**src/rtl/aim_match_drain_pkg.sv**
```systemverilog
// Shared widths, FSM encoding and output-element layout for the AIM match drain.
package aim_pkg;

    localparam int N_ENTRY = 32;
    localparam int W_W     = 16;
    localparam int IA_CH   = 16;
    localparam int IA_W    = 8;

    localparam int POS_W = 9;
    localparam int CNT_W = $clog2(N_ENTRY + 1);
    localparam int IDX_W = (N_ENTRY > 1) ? $clog2(N_ENTRY) : 1;
    localparam int IAX_W = (IA_CH > 1) ? $clog2(IA_CH) : 1;

    typedef enum logic [1:0] {
        ST_IDLE = 2'd0,
        ST_EMIT = 2'd1,
        ST_DONE = 2'd2
    } state_e;

    typedef struct packed {
        logic [W_W-1:0]   weight;
        logic [IA_W-1:0]  act;
        logic [POS_W-1:0] pos;
        logic             last;
    } elem_t;

endpackage

```
**src/rtl/aim_match_drain_prio_enc.sv**
```systemverilog
// Lowest-set-bit encoder over the pending match mask; also flags a single remaining bit.
module aim_prio_enc
    import aim_pkg::*;
#(
    parameter int N  = N_ENTRY,
    parameter int IW = (N > 1) ? $clog2(N) : 1
) (
    input  logic [N-1:0]  i_mask,
    output logic [IW-1:0] o_idx,
    output logic          o_found,
    output logic          o_onehot
);

    // Scan downward so the lowest set bit is the last one written.
    always_comb begin
        o_idx = '0;
        for (int i = N - 1; i >= 0; i--) begin
            if (i_mask[i]) o_idx = IW'(i);
        end
    end

    assign o_found  = |i_mask;
    assign o_onehot = o_found && ((i_mask & (i_mask - N'(1))) == '0);

endmodule

```
**src/rtl/aim_match_drain.sv**
```systemverilog
// Snapshots an AIM result on i_finish and drains matched entries as a valid/ready stream.
// Optional AIM_DRAIN_RANGE_CHECK_EN drops out-of-range positions at capture and adds o_range_err.
module aim_match_drain
    import aim_pkg::*;
(
    input  logic                              i_clk,
    input  logic                              i_rst_n,
    input  logic                              i_finish,
    input  logic [N_ENTRY-1:0]                i_valid,
    input  logic [N_ENTRY-1:0][POS_W-1:0]     i_pos,
    input  logic [N_ENTRY-1:0][W_W-1:0]       i_word,
    input  logic [IA_CH-1:0][IA_W-1:0]        i_IA,
    input  logic                              i_ready,
    output logic                              o_valid,
    output logic [W_W-1:0]                    o_weight,
    output logic [IA_W-1:0]                   o_act,
    output logic [POS_W-1:0]                  o_pos,
    output logic                              o_last,
    output logic                              o_busy,
    output logic                              o_done,
    output logic                              o_overrun,
    output logic [CNT_W-1:0]                  o_count
`ifdef AIM_DRAIN_RANGE_CHECK_EN
    ,
    output logic                              o_range_err
`endif
);

    state_e                          r_state;
    logic [N_ENTRY-1:0]              r_pend;
    logic [N_ENTRY-1:0][POS_W-1:0]   r_pos_s;
    logic [N_ENTRY-1:0][W_W-1:0]     r_word_s;
    logic [IA_CH-1:0][IA_W-1:0]      r_ia_s;
    elem_t                           r_elem;
    logic                            r_valid;
    logic                            r_busy;
    logic                            r_done;
    logic                            r_overrun;
    logic                            r_primed;
    logic [CNT_W-1:0]                r_count;

    logic [IDX_W-1:0]                w_idx;
    logic                            w_found;
    logic                            w_onehot;
    logic                            w_hs;
    logic                            w_load;
    logic                            w_valid_nxt;
    logic                            w_drained;
    logic [N_ENTRY-1:0]              w_pend_nxt;
    logic [N_ENTRY-1:0]              w_cap_mask;
    elem_t                           w_elem;

    // r_pend holds entries not yet moved into the output stage, so the
    // encoder always points at the next element to present.
    aim_prio_enc #(.N(N_ENTRY), .IW(IDX_W)) u_enc (
        .i_mask   (r_pend),
        .o_idx    (w_idx),
        .o_found  (w_found),
        .o_onehot (w_onehot)
    );

`ifdef AIM_DRAIN_RANGE_CHECK_EN
    logic [N_ENTRY-1:0] w_oob;
    logic               r_range_err;

    always_comb begin
        w_oob = '0;
        for (int i = 0; i < N_ENTRY; i++) begin
            w_oob[i] = (int'(i_pos[i]) >= IA_CH);
        end
    end

    assign w_cap_mask  = i_valid & ~w_oob;
    assign o_range_err = r_range_err;
`else
    assign w_cap_mask  = i_valid;
`endif

    assign w_hs        = r_valid & i_ready;
    assign w_load      = (r_state == ST_EMIT) && w_found && (!r_valid || w_hs);
    assign w_pend_nxt  = w_load ? (r_pend & ~(N_ENTRY'(1) << w_idx)) : r_pend;
    assign w_valid_nxt = w_load || (r_valid && !i_ready);
    // r_primed gives an empty capture one settle cycle in EMIT before DONE.
    assign w_drained   = r_primed && (w_pend_nxt == '0) && !w_valid_nxt;

    always_comb begin
        w_elem.weight = r_word_s[w_idx];
        w_elem.pos    = r_pos_s[w_idx];
        w_elem.act    = r_ia_s[r_pos_s[w_idx][IAX_W-1:0]];
        w_elem.last   = w_onehot;
    end

    always_ff @(posedge i_clk or negedge i_rst_n) begin
        if (!i_rst_n) begin
            r_state   <= ST_IDLE;
            r_pend    <= '0;
            r_pos_s   <= '0;
            r_word_s  <= '0;
            r_ia_s    <= '0;
            r_elem    <= '0;
            r_valid   <= 1'b0;
            r_busy    <= 1'b0;
            r_done    <= 1'b0;
            r_overrun <= 1'b0;
            r_primed  <= 1'b0;
            r_count   <= '0;
`ifdef AIM_DRAIN_RANGE_CHECK_EN
            r_range_err <= 1'b0;
`endif
        end else begin
            r_done    <= 1'b0;
            r_overrun <= i_finish && (r_state != ST_IDLE);
            r_valid   <= w_valid_nxt;
`ifdef AIM_DRAIN_RANGE_CHECK_EN
            r_range_err <= i_finish && (r_state == ST_IDLE) && |(i_valid & w_oob);
`endif
            if (w_load) r_elem <= w_elem;
            if (w_hs)   r_count <= r_count + CNT_W'(1);

            case (r_state)
                ST_IDLE: begin
                    if (i_finish) begin
                        r_pend   <= w_cap_mask;
                        r_pos_s  <= i_pos;
                        r_word_s <= i_word;
                        r_ia_s   <= i_IA;
                        r_count  <= '0;
                        r_busy   <= 1'b1;
                        r_primed <= 1'b0;
                        r_state  <= ST_EMIT;
                    end
                end
                ST_EMIT: begin
                    r_pend   <= w_pend_nxt;
                    r_primed <= 1'b1;
                    if (w_drained) begin
                        r_done  <= 1'b1;
                        r_state <= ST_DONE;
                    end
                end
                ST_DONE: begin
                    r_busy  <= 1'b0;
                    r_state <= ST_IDLE;
                end
                default: r_state <= ST_IDLE;
            endcase
        end
    end

    assign o_valid   = r_valid;
    assign o_weight  = r_elem.weight;
    assign o_act     = r_elem.act;
    assign o_pos     = r_elem.pos;
    assign o_last    = r_elem.last;
    assign o_busy    = r_busy;
    assign o_done    = r_done;
    assign o_overrun = r_overrun;
    assign o_count   = r_count;

endmodule

```
**config.mk**
```make
export PLATFORM = sky130hd
export DESIGN_NAME = aim_match_drain
export DESIGN_NICKNAME = d
export VERILOG_FILES = /design/src/rtl/aim_match_drain_pkg.sv /design/src/rtl/aim_match_drain_prio_enc.sv /design/src/rtl/aim_match_drain.sv
export SDC_FILE = /design/constraint.sdc
export NUM_CORES = 2
export LEC_CHECK = 0
export BUFFER_PORTS_ARGS = -buffer_cell sky130_fd_sc_hd__buf_4
export CAP_MARGIN = 5
export CORE_ASPECT_RATIO = 0.5
export CORE_MARGIN = 4
export CORE_UTILIZATION = 35
export CTS_BUF_LIST = sky130_fd_sc_hd__clkbuf_2 sky130_fd_sc_hd__clkbuf_4 sky130_fd_sc_hd__clkbuf_8
export CTS_CLUSTER_DIAMETER = 40
export CTS_CLUSTER_SIZE = 25
export DETAILED_ROUTE_END_ITERATION = 10
export SLEW_MARGIN = 25
export SYNTH_ARGS = -nofsm -noshare
export SYNTH_HDL_FRONTEND = slang
export SYNTH_SLANG_ARGS = --single-unit
```
**constraint.sdc**
```tcl
create_clock -name i_clk -period 9.38 [get_ports i_clk]
set_input_delay 1.876 -clock i_clk [delete_from_list [all_inputs] [get_ports i_clk]]
set_output_delay 1.876 -clock i_clk [all_outputs]
set_load 0.01 [all_outputs]
```
# Word-level counts from Yosys, hierarchy flattened
# Cells that the tools add are included.
# totals
reg_bits	1007
input_bits	964
out_inout_bits	44
# classes
add_sub_neg	2
n_lt_le_gt_ge	2
n_eq_ne	4
shift	1
n_mux	53
bitwise	4
n_reduce_logical	23
# op_table
operator	count
$mux W5	32
$bmux W16 S5	1
$and A32 B32 Y32	2
$logic_not A32 Y1	2
$mux W32	2
$pmux W32 S2	1
$bmux W9 S5	1
$bmux W8 S4	1
$not A32 Y32	1
$reduce_or A32 Y1	1
$shl A1 B5 Y32 const A	1
$sub A32 B1 Y32 const B	1
$mux W6	3
$mux W16	1
$mux W9	1
$mux W8	1
$reduce_and A2 Y1	4
$logic_and A1 B1 Y1	7
$add A6 B1 Y6 const B	1
$lt A5 B6 Y1 const B	1
$reduce_bool A2 Y1	3
$lt A4 B5 Y1 const B	1
$mux W1	4
$mux W2	2
other kinds (9)	14

# Longest topological paths before layout
# logic_depth
word_depth	41
depth_mapped	18

# By module
# A second synthesis with hierarchy kept.
# unflattened
cells_unflattened	4922
area_unflattened_um2	46313.2
# modules_own_cells
module	instances	cells_each	area_each_um2	seq_area_each_um2
aim_match_drain	1	4808	45598.7	25199.2
aim_prio_enc	1	114	714.4	0.0

# Worst setup path before layout
# No wires, ideal clock.
# synth_timing
path_type	input-to-reg
start	input i_ready
end	register r_done (netlist: o_done)
setup_time_ns	0.073
arrival_time_ns	3.728
required_time_ns	9.307
slack_ns	5.579
path_stages	10
path_cell_list	nand2b_1 -> nor2b_1 -> clkbuf_1 -> nand3_1 -> o21ai_0 -> a21oi_1 -> nor4bb_1 -> o2111ai_1 -> nor4_1 -> nor2b_1
# synth_via
elab_chain_cells	9
# synth_rtl
element	line_no	text
start: declaration	aim_match_drain.sv:13	input logic i_ready,
$and A1 B1 Y1	aim_match_drain.sv:79	assign w_hs = r_valid & i_ready;
$logic_or A1 B1 Y1	aim_match_drain.sv:80	assign w_load = (r_state == ST_EMIT) && w_found && (!r_valid || w_hs);
$logic_and A1 B1 Y1	aim_match_drain.sv:80	
$mux W32	aim_match_drain.sv:81	assign w_pend_nxt = w_load ? (r_pend & ~(N_ENTRY'(1) << w_idx)) : r_pend;
$logic_not A32 Y1	aim_match_drain.sv:84	assign w_drained = r_primed && (w_pend_nxt == '0) && !w_valid_nxt;
$logic_and A1 B1 Y1	aim_match_drain.sv:84	
$logic_and A1 B1 Y1 *	aim_match_drain.sv:84	
$mux W1 *	aim_match_drain.sv:136	if (w_drained) begin
$mux W1 *	aim_match_drain.sv:120	case (r_state)
end signal: assignment	aim_match_drain.sv:103	r_done <= 1'b0;
end signal: assignment	aim_match_drain.sv:111	r_done <= 1'b0;
end signal: assignment	aim_match_drain.sv:137	r_done <= 1'b1;
end: declaration	aim_match_drain.sv:37	logic r_done;
# Every way passes the cells marked *; elsewhere a longest branch is shown, timed or not.
# A chain may end at the register's enable or synchronous reset.

# Worst setup path in the final report
# layout_timing
start	register r_pend[6]
end	register r_elem, in the netlist o_act[0]
# layout_via
elab_chain_cells	11
# layout_rtl
element	line_no	text
start: declaration	aim_match_drain.sv:30	logic [N_ENTRY-1:0] r_pend;
start signal: assignment	aim_match_drain.sv:123	r_pend <= w_cap_mask;
start signal: assignment	aim_match_drain.sv:134	r_pend <= w_pend_nxt;
$mux W5 (7 in series)	aim_match_drain_prio_enc.sv:18	if (i_mask[i]) o_idx = IW'(i);
$bmux W9 S5	aim_match_drain.sv:89	w_elem.act = r_ia_s[r_pos_s[w_idx][IAX_W-1:0]];
$mux W9 (implied by the code)	aim_match_drain.sv:89	
$bmux W8 S4	aim_match_drain.sv:89	
$mux W8 (implied by the code)	aim_match_drain.sv:89	
end signal: assignment	aim_match_drain.sv:117	if (w_load) r_elem <= w_elem;
end: declaration	aim_match_drain.sv:34	elem_t r_elem;
# Parallel ways exist; a longest one is shown, timed or not. The select of a mux whose other input is x is not followed.

==> flow_summary_export.csv <==
group,metric,value,unit
outcome,run_status,"complete, no violations",
place,port-buffer-count,1007,
sta,achievable-frequency,184,MHz
final_layout,post_layout_instance_count_excluding_filler_cells,8818,
clock_tree,clock_insertion_delay_worst_skew,890,ps
synth,post_synthesis_share_of_cell_area_spent_on_xor_and_xnor_gates,0.000916,
final_layout,layout.core_utilization,0.440,
clock_tree,ctsRootBufferMaster,"clkbuf_8",
drt,drt_iter0_drc,5081,
global_routing,global_route.overflow_total,0,
synth,ys_ff_latch,1007,
global_routing,grt_antenna_before_repair,23,
place,detailedPlacementHpwl,154000,µm
clock_tree,cts_htree_levels,3,
synth,postSynth.asyncResetShare,1.00,
drt,pre_repair_dr_iteration_count,5,
floorplan,die_w,531,µm
worst_setup_path,worstReg2RegEnd,"o_act[0]",
clock_tree,cts_tree,"done",
synth,yosys.cell_types.count,93,
clock_tree,cts-resized-gates,0,
sta,clock_skew,99.9,ps
synth,synth-compound-area-share,0.0810,
worst_setup_path,critPathArrivalTime,6190,ps
place,dpl-instance-area,56600,µm²
synth,number_of_flops_mapped_to_enable_cells_by_yosys,0,
clock_tree,count_of_hold_fix_buffers_inserted_at_cts,0,
worst_setup_path,reg2reg_setup_slack,3950,ps
drt,antenna_violating_nets_post_route,0,
worst_setup_path,worst-path-max-fanout,56,
synth,net_count_after_synthesis,7127,
clock_tree,clock-sinks,1007,
final_layout,leading_cell_type_in_the_layout_fill_and_taps_excluded,"nand2_1",
drt,num_vias,46300,
place,post-place-cells,8597,
synth,postSynthAreaPerCell,7.76,µm²
job,drv_cap,0,
worst_hold_path,min_delay_worst_endpoint,"r_ia_s[12]",
worst_hold_path,hold_path.class,"flop to flop",
synth,synth_warnings,0,
synth,synth_area_in_simple_gates,0.344,
sta,totalNegativeSetupSlack,0,ps
sta,hold_viol,0,
floorplan,starting_density_of_the_core,0.354,
final_layout,final_layout_size_suffix_gt1_frac,0.190,
floorplan,boundaryPins,1008,
sta,worst_slew_margin,0.175,
synth,netlist_instances,6162,
worst_hold_path,timing.hold.worst_path_depth,2,
sta,fin_crit,5430,ps
floorplan,die_h,269,µm
worst_setup_path,crit_path_start_kind,"flop",
sta,timing.final.max_slew_violations,0,
sta,timing.final.crit_share,0.579,
floorplan,die-area,143000,µm²
worst_setup_path,worstRegToRegCells,13,
final_layout,stdcell_area,59400,µm²
clock_tree,cts_buffer_depth,3,
global_routing,grt_first_pass_wirelength,307000,µm
drt,drt-vias-per-instance,5.25,
clock_tree,clock_pin_slew_on_the_worst_setup_and_hold_paths,100,ps
synth,synth.yosys.seq_area_share,0.527,
floorplan,placementRows,95,
worst_setup_path,r2r_start,"r_pend[6]",
final_layout,area_growth,24.2,%
global_routing,groute.usage.overall,0.289,
worst_hold_path,worstHoldStart,"r_ia_s[12]",
global_routing,grt_max_degree,201,
drt,route.detailed.wl_per_inst,24.2,µm
synth,mappedNetlistArea,47800,µm²
drt,drt_drc_violations_left,0,
final_layout,layout.nets,7879,
worst_setup_path,timing.setup.critical_path_class,"flop to flop",
worst_setup_path,crit_required,10140,ps
drt,drt-total-wl,214000,µm
synth,synth_ff_type,"dfrtp_1",
global_routing,first_global_vias,44800,
worst_setup_path,critPathCaptureType,"flop",
sta,grt_setup_unrepaired,"false",
synth,synth_top_family_by_area,"simple AND/OR/NAND/NOR gates",
sta,worst_slew_pin_slew,1240,ps
sta,setup_viol,0,
place,place.gp.congestion,0.946,
synth,synth.area.mux_share,0.00775,
clock_tree,cts_made_buffers,108,
floorplan,design.core.area,135000,µm²
final_layout,most-common-layout-cells,"3,542 x nand2_1, 1,060 x buf_4, 1,007 x dfrtp_1",
clock_tree,postCtsSetupBuffers,0,
synth,synth-adder-area-share,0.000471,
-- metal layers --
layer,share of wire,track usage,vias to the layer above
li1,-,-,21400
met1,0.41,0.384,22900
met2,0.48,0.464,1686
met3,0.066,0.0496,365
met4,0.045,0.126,0
met5,0,0,-
-- layout make-up --
class	instances	area, µm²
Fill cell	13800	75500
Antenna cell	20	50.0
Inverter	17	63.8
Timing Repair Buffer	1076	8280
Clock inverter	82	1050
Multi-Input combinational cell	4704	20900
Sequential cell	1007	25200
Clock buffer	118	1590
Tap cell	1794	2240
-- worst max-delay path: stages (launching register included) --
cell,delay (ps)
dfrtp_1,550
nor2b_1,110
or4_4,500
and3b_1,490
a211o_4,660
buf_4,710
a21oi_1,150
a21oi_1,210
o21ai_1,130
a32o_2,580
nor2_8,510
mux2i_1,180
a221o_1,370
o211ai_1,170
-- registers in the layout (all words and copies together), names as in the netlist --
name and count:
r_primed 1, o_overrun 1, o_done 1, o_weight 16, o_pos 9, r_ia_s 128
r_state 2, o_count 6, o_busy 1, r_word_s 512, r_pos_s 288, o_valid 1
o_last 1, o_act 8, r_pend 32
-- per-stage QoR --
step | hold WS [ps] | worst slack (ps)
3_3_place_gp | 454 | 3990
2_1_floorplan | 438 | 5580
6_report | 479 | 3950
3_5_place_dp | 458 | 3940
5_1_grt | 494 | 3620
4_1_cts | 480 | 3960
-- synthesized netlist by cell type (5+ instances only) --
cell type / instances / area, µm²
clkbuf_1: 352 / 1320
nor3_1: 15 / 75.1
nor2_1: 61 / 229
buf_6: 7 / 78.8
a31o_1: 7 / 61.3
and3_1: 72 / 450
buf_1: 32 / 120
a211oi_1: 8 / 60.1
o21a_1: 8 / 60.1
nand4_1: 11 / 68.8
buf_4: 6 / 45.0
nor4_1: 7 / 43.8
o22ai_1: 9 / 56.3
nand2_1: 3543 / 13300
o21ai_1: 7 / 35.0
o32ai_1: 7 / 61.3
dfrtp_1: 1007 / 25200
o211ai_1: 11 / 82.6
a21oi_1: 39 / 195
a311oi_1: 106 / 928
nand3_1: 372 / 1860
o221ai_1: 16 / 140
buf_2: 36 / 180
o21ai_0: 126 / 631
nor2b_1: 16 / 100
a31oi_1: 61 / 382
a21o_1: 7 / 52.6
mux2i_1: 28 / 280
a221o_1: 9 / 90.1
a2111oi_0: 8 / 70.1
a22o_1: 40 / 350
inv_1: 15 / 56.3
nand2b_1: 6 / 37.5
o2111ai_1: 5 / 43.8
-- how the worst max path moves through the flow --
stage | start | to | slack (ps) | cells after the start
after floorplan | i_ready | o_done | 5580 | 10
final | r_pend[6] | o_act[0] | 3950 | 13
after detailed placement | r_pend[9] | o_weight[9] | 3940 | 13
after CTS | r_pend[6] | o_weight[9] | 3960 | 13
after global routing | r_pend[6] | o_act[5] | 3620 | 13
after global placement | r_pend[9] | o_weight[9] | 3990 | 13
-- cell families after synthesis --
kind of cell | after synthesis
fa+ha+maj | 2
simple gates | 4135
mux | 34
buf+inv | 451
xor+xnor | 5
compound gates | 528
flops | 1007
Power is left out: the tool's default activity adds up to more than one toggle a clock period on the data nets, which glitch-free logic cannot reach.
